File: config.mk
export PLATFORM = sky130hd
export DESIGN_NAME = btn_conditioner_flat
export DESIGN_NICKNAME = d
export VERILOG_FILES = /design/src/rtl/btn_conditioner_pkg.sv /design/src/rtl/btn_conditioner_if.sv /design/src/rtl/btn_debounce_ch.sv /design/src/rtl/btn_conditioner.sv /design/src/flat_wrapper.sv
export SDC_FILE = /design/constraint.sdc
export NUM_CORES = 1
export LEC_CHECK = 0
export ABC_CLOCK_PERIOD_IN_PS = 5800
export CORE_MARGIN = 2
export CORE_UTILIZATION = 55
export CTS_CLUSTER_SIZE = 10
export DETAILED_ROUTE_END_ITERATION = 6
export PLACE_DENSITY_LB_ADDON = 0.3
export SYNTH_ARGS = -nofsm -noshare
export SYNTH_HDL_FRONTEND = slang
export SYNTH_SLANG_ARGS = --single-unit
File: constraint.sdc
create_clock -name clk -period 5.8 [get_ports clk]
set_clock_uncertainty 0.05 [all_clocks]
set_input_delay 1.16 -clock clk [delete_from_list [all_inputs] [get_ports clk]]
set_output_delay 1.16 -clock clk [all_outputs]
set_load 0.005 [all_outputs]
File: src/rtl/btn_conditioner_pkg.sv
// Shared definitions for the push-button front end: button indices and
// board-level defaults for channel count and debounce time.
package btn_conditioner_pkg;

    // Physical button positions on the board, used as btn_* bit indices.
    typedef enum logic [2:0] {
        BTN_CENTER = 3'd0,
        BTN_TOP    = 3'd1,
        BTN_BOTTOM = 3'd2,
        BTN_LEFT   = 3'd3,
        BTN_RIGHT  = 3'd4
    } btn_idx_e;

    localparam int NUM_BTN_DEF         = 5;
    // 10 ms of stable level at the 100 MHz board clock.
    localparam int DEBOUNCE_CYCLES_DEF = 1000000;

endpackage

File: src/rtl/btn_conditioner_if.sv
// Button bundle between the board pins, the conditioner and the game FSM.
// master: the conditioner (takes raw pins, drives clean levels/events).
// slave:  the pin side / consumer (drives raw pins, observes events).
interface btn_conditioner_if
    import btn_conditioner_pkg::*;
#(
    parameter int NUM_BTN = NUM_BTN_DEF
);
    logic [NUM_BTN-1:0] btn_raw;
    logic [NUM_BTN-1:0] btn_level;
    logic [NUM_BTN-1:0] btn_pulse;
    logic               any_pulse;

    modport master (
        input  btn_raw,
        output btn_level,
        output btn_pulse,
        output any_pulse
    );

    modport slave (
        output btn_raw,
        input  btn_level,
        input  btn_pulse,
        input  any_pulse
    );
endinterface

File: src/rtl/btn_debounce_ch.sv
// One button channel: 2-FF synchronizer, stability counter, armed bit and
// rising-edge one-shot. pulse_set is the value pulse takes on the next edge,
// exported so the top can register the OR of all channels in the same cycle.
module btn_debounce_ch
    import btn_conditioner_pkg::*;
#(
    parameter  int DEBOUNCE_CYCLES = DEBOUNCE_CYCLES_DEF,
    localparam int CNT_W           = $clog2(DEBOUNCE_CYCLES)
) (
    input  logic clk,
    input  logic reset_n,
    input  logic raw,
    output logic level,
    output logic pulse,
    output logic pulse_set
);

    localparam logic [CNT_W-1:0] CNT_LAST = CNT_W'(DEBOUNCE_CYCLES - 1);

    logic             s1;
    logic             s2;
    logic             v1;
    logic             v2;
    logic             armed;
    logic [CNT_W-1:0] cnt;
    logic             accept;

    // The new level is accepted once s2 has differed from it for the full
    // debounce window; the counter is held at CNT_LAST at most, never wraps.
    assign accept    = (s2 != level) && (cnt == CNT_LAST);
    // Only a 0->1 acceptance on an armed channel is a press event.
    assign pulse_set = accept && s2 && armed;

    // Synchronize, debounce, arm and generate the one-shot.
    // NOTE: reset is sampled on the clock edge (synchronous), so every
    // register here, including the synchronizer, clears only on a clk edge.
    always_ff @(posedge clk) begin
        if (!reset_n) begin
            s1    <= 1'b0;
            s2    <= 1'b0;
            v1    <= 1'b0;
            v2    <= 1'b0;
            armed <= 1'b0;
            cnt   <= '0;
            level <= 1'b0;
            pulse <= 1'b0;
        end else begin
            // NOTE: non-blocking assignments so s2 samples the old s1 and
            // every decision below sees this cycle's register values.
            s1 <= raw;
            s2 <= s1;
            // v1/v2 mark that s1/s2 hold real pin samples; right after reset
            // s2 reads a cleared 0, which must not count as a release.
            v1 <= 1'b1;
            v2 <= v1;
            if (v2 && !s2) begin
                armed <= 1'b1;
            end
            if (s2 == level) begin
                cnt <= '0;
            end else if (accept) begin
                level <= s2;
                cnt   <= '0;
            end else begin
                cnt <= cnt + 1'b1;
            end
            pulse <= pulse_set;
        end
    end

endmodule

File: src/rtl/btn_conditioner.sv
// Top of the button front end: NUM_BTN independent debounce channels plus a
// registered "any button pressed" event aligned with btn_pulse.
module btn_conditioner
    import btn_conditioner_pkg::*;
#(
    parameter int NUM_BTN         = NUM_BTN_DEF,
    parameter int DEBOUNCE_CYCLES = DEBOUNCE_CYCLES_DEF
) (
    input  logic                clk,
    input  logic                reset_n,
    btn_conditioner_if.master   bus
);

    logic [NUM_BTN-1:0] pulse_set;

    for (genvar i = 0; i < NUM_BTN; i++) begin : g_ch
        btn_debounce_ch #(
            .DEBOUNCE_CYCLES (DEBOUNCE_CYCLES)
        ) u_ch (
            .clk       (clk),
            .reset_n   (reset_n),
            .raw       (bus.btn_raw[i]),
            .level     (bus.btn_level[i]),
            .pulse     (bus.btn_pulse[i]),
            .pulse_set (pulse_set[i])
        );
    end

    // Register the OR of next-cycle pulses so any_pulse lines up with btn_pulse.
    always_ff @(posedge clk) begin
        if (!reset_n) begin
            bus.any_pulse <= 1'b0;
        end else begin
            bus.any_pulse <= |pulse_set;
        end
    end

endmodule

File: src/flat_wrapper.sv
// flat-port wrapper written by rule: the top's interface ports become plain ports
module btn_conditioner_flat import btn_conditioner_pkg::*;
#(
    parameter int NUM_BTN         = NUM_BTN_DEF,
    parameter int DEBOUNCE_CYCLES = DEBOUNCE_CYCLES_DEF
)
  (clk, reset_n, bus_btn_raw, bus_btn_level, bus_btn_pulse, bus_any_pulse);
  btn_conditioner_if #(.NUM_BTN(NUM_BTN)) bus_i ();
  input  logic clk;
  input  logic reset_n;
  input wire logic [$bits(bus_i.btn_raw)-1:0] bus_btn_raw;
  output wire logic [$bits(bus_i.btn_level)-1:0] bus_btn_level;
  output wire logic [$bits(bus_i.btn_pulse)-1:0] bus_btn_pulse;
  output wire logic [$bits(bus_i.any_pulse)-1:0] bus_any_pulse;
  assign bus_i.btn_raw = bus_btn_raw;
  assign bus_btn_level = bus_i.btn_level;
  assign bus_btn_pulse = bus_i.btn_pulse;
  assign bus_any_pulse = bus_i.any_pulse;
  btn_conditioner #(.NUM_BTN(NUM_BTN), .DEBOUNCE_CYCLES(DEBOUNCE_CYCLES)) u_core (.clk(clk), .reset_n(reset_n), .bus(bus_i));
endmodule
==> results_dict.tcl, run 1 <==
set metrics [dict create \
    cts.sinks 128 \
    path_max_fanout 24 \
    fin_ws_ns 2.936 \
    switching_share_pct 19.52 \
    cp.arrival_ns 3.25 \
    ant_nets 0 \
    ys.warnings.count 0 \
    seqCellArea_mm2 0.002562 \
    antenna_found_initial 0 \
    io-pin-count 18 \
    hp-class "flip-flop to flip-flop" \
    grt.total_usage_pct 20.52 \
    floorplan.die.width_um 104.1 \
    cp-end-kind "flip-flop" \
    setup_tns_ns 0 \
    slew_headroom_pct 49.78 \
    finalCritPeriodShare_pct 49.37 \
    setup.worst_path.class "input pin to flip-flop" \
    hold_buffers 0 \
    grt_max_degree 25 \
    ys_seq_area_share_pct 46.49 \
    clk_path_buf_depth 2 \
    numCtsBuffers 17 \
    p_comb_share_pct 1.2 \
    via_per_inst 5.567 \
    fp.dieArea_mm2 0.01084 \
    h-tree-depth 4 \
    clk_latency_ns 0.51 \
    p_per_area_mw_per_mm2 314.4 \
    dp.cells 748 \
    drc 0 \
    synth.area.top_cells "dfxtp_1, xnor2_1, nor2_1" \
    diodes 0 \
    grt_pass1_vias 4118 \
    postSynthAreaPerCell_um2 8.776 \
    maxCapViolCount 0 \
    grt.busiest_layer "met2" \
    fp.coreArea_mm2 0.009729 \
    seqPwrFrac_pct 45.1 \
    cts_tree "done" \
    drt-total-wl_um 10430 \
    hpwl_um 7088 \
    multiInputGateArea_mm2 0.002671 \
    met2_usage_pct 34.07 \
    power.leakage_nw 1.897 \
    netSwitchingPower_uw 386.1 \
    place.gp.congestion 0.8056 \
    avgRoutedWirePerCell_um 13.37 \
    setup_viol 0 \
    whs_ns 0.3823 \
    grt_overflow 0 \
    yosysUniqueCellTypes 42 \
    firstDrtPassIters 5 \
    die_h_um 104.1 \
    synth.cell_area_mm2 0.005512 \
    nets 646 \
    ys_ff_latch 128 \
    status "finished, final reports clean" \
    area_delta_synth_final_pct 14.14 \
    vias 4342 \
    required_ns 6.19 \
    drv_slew 0 \
    post_cts_buffers 0 \
    start_util_pct 56.65 \
    drt_iter0_drc 235 \
    rows 36 \
    p_int_mw 1.592 \
    fmax_mhz 349.2 \
    grt_pass1_wl_um 18400 \
    fillers 845 \
    use_met3_pct 5.263 \
    yosys.area.top_type "dfxtp_1" \
    fin_util_pct 64.66 \
    power.clock.fraction_pct 53.7 \
    syn_inst 628 \
    fin_crit_ns 2.864 \
    rsz0062_at_grt "false" \
    final_common_cell "dfxtp_1" \
    clk_pin_slew_ns 0.06 \
    drive_above_1_share_pct 6.491 \
    yosysTopAreaCellShare_pct 46.49 \
    dpl_worst_slack_ns 2.414 \
    worstMarginPinSlew_ns 0.7528 \
    cts_root_buffer "clkbuf_8" \
    stdcell_count 780 \
    grtUsageMet1_pct 25.65 \
    vdd_drop_max_mv 0.2282 \
    final_cell_mix "dfxtp_1, nor2_1, xnor2_1, a21oi_1, nand2_1" \
    crit_path_start_kind "input pin" \
    hold_viol 0 \
    portBuffers 17 \
    cts_resized 0 \
    syn_nets 640 \
]
-- worst paths after layout --
path / start / to / slack (ns) / depth (start not counted)
worst min-delay path: u_core.g_ch[3].u_ch.s1 / u_core.g_ch[3].u_ch.s2 / 0.38 / 1
worst min register to register: u_core.g_ch[3].u_ch.s1 / u_core.g_ch[3].u_ch.s2 / 0.38 / 1
worst max register to register: u_core.g_ch[4].u_ch.cnt[0] / u_core.g_ch[4].u_ch.cnt[9] / 3.36 / 5
worst max-delay path: reset_n / u_core.g_ch[2].u_ch.cnt[17] / 2.94 / 5
-- sequential cells by signal (all words and copies together), names as in the netlist --
signal,cells
u_core.g_ch.u_ch.cnt,100
u_core.g_ch.u_ch.armed,5
u_core.g_ch.u_ch.level,5
u_core.g_ch.u_ch.pulse,5
u_core.g_ch.u_ch.s1,5
u_core.g_ch.u_ch.s2,5
u_core.bus.any_pulse,1
u_core.g_ch.u_ch.v1,1
u_core.g_ch.u_ch.v2,1
-- layout make-up --
type                            instances  area share (%)
Clock inverter                         11           2.605
Multi-Input combinational cell        439           42.46
Clock buffer                           21           6.822
Timing Repair Buffer                   20           3.063
Inverter                               28           1.671
Sequential cell                       128           40.73
Tap cell                              133           2.645
-- critical path: stages --
cell and delay (ns):
clkdlybuf4s50_1 0.91, inv_1 0.35, nor2_1 0.43, o21ai_4 0.23
a21oi_1 0.16
-- power by group through the flow --
stage               logic [mW]  clock network, mW  registers [mW]
finish                  0.0234               1.06           0.892
global route            0.0266               1.12           0.892
CTS                     0.0235               1.08           0.892
detailed placement      0.0232                  0           0.910
global placement        0.0227                  0           0.910
floorplan               0.0156                  0           0.909
-- cells by family (layout without fill, tap and decap cells) --
kind of cell / count (synthesis) / in the layout / synth area share, %
flops: 128 / 128 / 46.49
xor+xnor: 67 / 67 / 10.65
fa+ha+maj: 5 / 5 / 1.135
simple gates: 290 / 290 / 28.08
buf+inv: 61 / 80 / 5.040
compound gates: 75 / 75 / 8.241
mux: 2 / 2 / 0.3632
-- metal layers --
| metal | share of wire, % | wire length, um |
|---|---|---|
| met3 | 3.2 | 330 |
| met2 | 49 | 5149 |
| met5 | 0 | 0 |
| met4 | 0.99 | 103 |
| met1 | 46 | 4842 |
-- synth_stat cells --
master,n
a21oi_1,32
and2_0,1
and2_1,14
and3_1,4
and4_1,8
buf_2,6
buf_4,11
clkbuf_1,16
dfxtp_1,128
ha_1,5
inv_1,28
mux2i_1,2
nand2_1,31
nand2b_1,2
nand3_1,28
nand3_2,1
nand3b_1,1
nand4_1,25
nor2_1,89
nor2b_1,3
nor3_1,15
nor4_1,15
nor4_2,1
nor4b_1,4
o211ai_1,5
o21a_1,6
o21ai_0,18
o21ai_4,1
o21bai_2,1
o22ai_1,1
o31ai_1,9
o41a_1,1
o41ai_1,1
or2_2,3
or3_1,18
or3b_1,1
or3b_2,3
or4_1,20
or4b_1,2
or4b_2,1
xnor2_1,45
xor2_1,22
-- per-stage QoR --
stage / area (um2) / power [mW]
2_1_floorplan: 5512 / 0.9249
3_3_place_gp: 5698 / 0.9328
3_5_place_dp: 5698 / 0.9336
4_1_cts: 6291 / 1.992
5_1_grt: 6291 / 2.042
6_report: 6291 / 1.978
(Power assumes the default switching activity.)
==> run 2, diff against run 1 <==
ABC_CLOCK_PERIOD_IN_PS = 2540   (was 5800)
clock period = 2.54 ns   (was 5.8 ns; I/O delays follow)
==> run 2 against run 1 <==
Effect of this change:
- sequential power up 130%
- non-clock buffer count up 4
- utilization up 0.23 points
- highest routed layer unchanged
==> results_dict.tcl, run 2 (synthesis gave the netlist of run 1 again) <==
set metrics [dict create \
    status "finished, final reports clean" \
    slew_headroom_pct 66.19 \
    rsz0062_at_grt "false" \
    fp.coreArea_mm2 0.009729 \
    worstMarginPinSlew_ns 0.5001 \
    power.clock.fraction_pct 53.1 \
    hold_buffers 0 \
    clk_pin_slew_ns 0.06 \
    firstDrtPassIters 5 \
    p_comb_share_pct 1.2 \
    numCtsBuffers 17 \
    required_ns 2.88 \
    antenna_found_initial 0 \
    fmax_mhz 442.1 \
    largest_reg_flops 100 \
    cts_resized 0 \
    via_per_inst 5.434 \
    cp.arrival_ns 2.60 \
    grt_pass1_wl_um 17680 \
    power.leakage_nw 1.909 \
    switching_share_pct 21.72 \
    seqPwrFrac_pct 45.7 \
    post_cts_buffers 0 \
    ant_nets 0 \
    largest_register "u_core.g_ch.u_ch.cnt" \
    start_util_pct 56.65 \
    hp-class "flip-flop to flip-flop" \
    grt.total_usage_pct 19.80 \
    dpl_worst_slack_ns 0.1985 \
    clk_path_buf_depth 2 \
    setup_tns_ns 0 \
    vias 4260 \
    final_cell_mix "dfxtp_1, nor2_1, xnor2_1, a21oi_1, nand2_1" \
    drv_slew 0 \
    finalCritPeriodShare_pct 89.06 \
    floorplan.die.width_um 104.1 \
    r2r_start "u_core.g_ch[2].u_ch.cnt[15]" \
    fp.dieArea_mm2 0.01084 \
    place.gp.congestion 0.8267 \
    final_common_cell "dfxtp_1" \
    p_per_area_mw_per_mm2 705.2 \
    hold_viol 0 \
    drc 0 \
    cts_root_buffer "clkbuf_8" \
    fin_crit_ns 2.262 \
    drt-total-wl_um 10230 \
    rows 36 \
    die_h_um 104.1 \
    grt_max_degree 21 \
    fin_ws_ns 0.2780 \
    grt_overflow 0 \
    io-pin-count 18 \
    fillers 798 \
    grt_pass1_vias 3992 \
    portBuffers 17 \
    hold_depth 1 \
    path_max_fanout 17 \
    diodes 0 \
    r2r_setup_slack_ns 0.28 \
    netSwitchingPower_uw 967.0 \
    maxCapViolCount 0 \
    area_delta_synth_final_pct 14.55 \
    nets 650 \
    hpwl_um 6873 \
    hp-start "u_core.g_ch[3].u_ch.s1" \
    clk_latency_ns 0.52 \
    h-tree-depth 4 \
    drive_above_1_share_pct 7.680 \
    cts.sinks 128 \
    vdd_drop_max_mv 0.5016 \
    drt_iter0_drc 161 \
    r2r_cells 4 \
    setup.worst_path.class "flip-flop to flip-flop" \
    timing.rr.end "u_core.g_ch[2].u_ch.cnt[9]" \
    cts_tree "done" \
    crit_path_start_kind "flip-flop" \
    whs_endpoint "u_core.g_ch[3].u_ch.s2" \
    setup_viol 0 \
    p_int_mw 3.486 \
    avgRoutedWirePerCell_um 13.05 \
    cp-end-kind "flip-flop" \
]
==> run 2: cell types whose count changed in the layout (fill, tap and decap cells not counted), sizes merged <==
| cell | change |
|---|---|
| bufinv | -2 |
| inv | +4 |
| clkinvlp | +1 |
| clkbuf | -3 |
| buf | +4 |
==> run 2: layer usage <==
| layer | GRT usage (%) | vias up | part of all wire [%] |
|---|---|---|---|
| li1 | - | 2197 | - |
| met1 | 24.40 | 1997 | 48 |
| met2 | 32.42 | 50 | 48 |
| met3 | 5.138 | 16 | 2.6 |
| met4 | 9.266 | 0 | 1.5 |
| met5 | 0 | - | 0 |
==> run 2: stage by stage <==
step / power, mW / cells / util, % / area, um2 / hold WS, ns
floorplan: 2.112 / 628 / - / 5512 / 0.3619
global placement: 2.131 / 752 / 58.87 / 5728 / 0.3660
detailed placement: 2.134 / 752 / 58.87 / 5728 / 0.3765
CTS: 4.492 / 784 / 64.89 / 6314 / 0.3905
global route: 4.587 / 784 / 64.89 / 6314 / 0.4029
finish: 4.453 / 784 / 64.89 / 6314 / 0.3880
==> run 2: worst max-delay path by stage <==
stage                     slack (ns)                          end                        start
after floorplan                 0.45  u_core.g_ch[4].u_ch.cnt[18]   u_core.g_ch[4].u_ch.cnt[0]
after global placement          0.31  u_core.g_ch[2].u_ch.cnt[17]                      reset_n
after detailed placement        0.20  u_core.g_ch[2].u_ch.cnt[19]                      reset_n
after CTS                       0.25   u_core.g_ch[2].u_ch.cnt[9]  u_core.g_ch[2].u_ch.cnt[15]
after global routing            0.09         u_core.bus.any_pulse   u_core.g_ch[1].u_ch.cnt[0]
final                           0.28   u_core.g_ch[2].u_ch.cnt[9]  u_core.g_ch[2].u_ch.cnt[15]
==> run 2: area by class of cell <==
cell class / instances / area [um2] / share of cell area (%)
clock buffers: 18 / 427.9 / 6.778
multi-input cells: 439 / 2671 / 42.31
repair buffers: 24 / 222.7 / 3.528
flip-flops and latches: 128 / 2562 / 40.59
inverters: 28 / 105.1 / 1.665
clock inverters: 14 / 157.7 / 2.497
well taps: 133 / 166.4 / 2.636
==> run 2: worst max-delay path, cell delays in order (launching register included) <==
cell and delay (ns):
dfxtp_1 0.34, or4_1 0.52, or4_1 0.66, o21ai_4 0.44
nor2_1 0.11
==> run 2: power by group through the flow <==
stage / logic, mW / registers [mW] / clock network [mW]
global placement: 0.0531 / 2.08 / 0
CTS: 0.0549 / 2.04 / 2.40
floorplan: 0.0357 / 2.08 / 0
global route: 0.0618 / 2.04 / 2.49
finish: 0.0544 / 2.04 / 2.36
detailed placement: 0.0546 / 2.08 / 0
==> run 3, diff against run 2 <==
GPL_TIMING_DRIVEN = 1   (was not set)
==> results of run 3 <==
The final DEF is identical to that of run 2; final timing and power are the same.
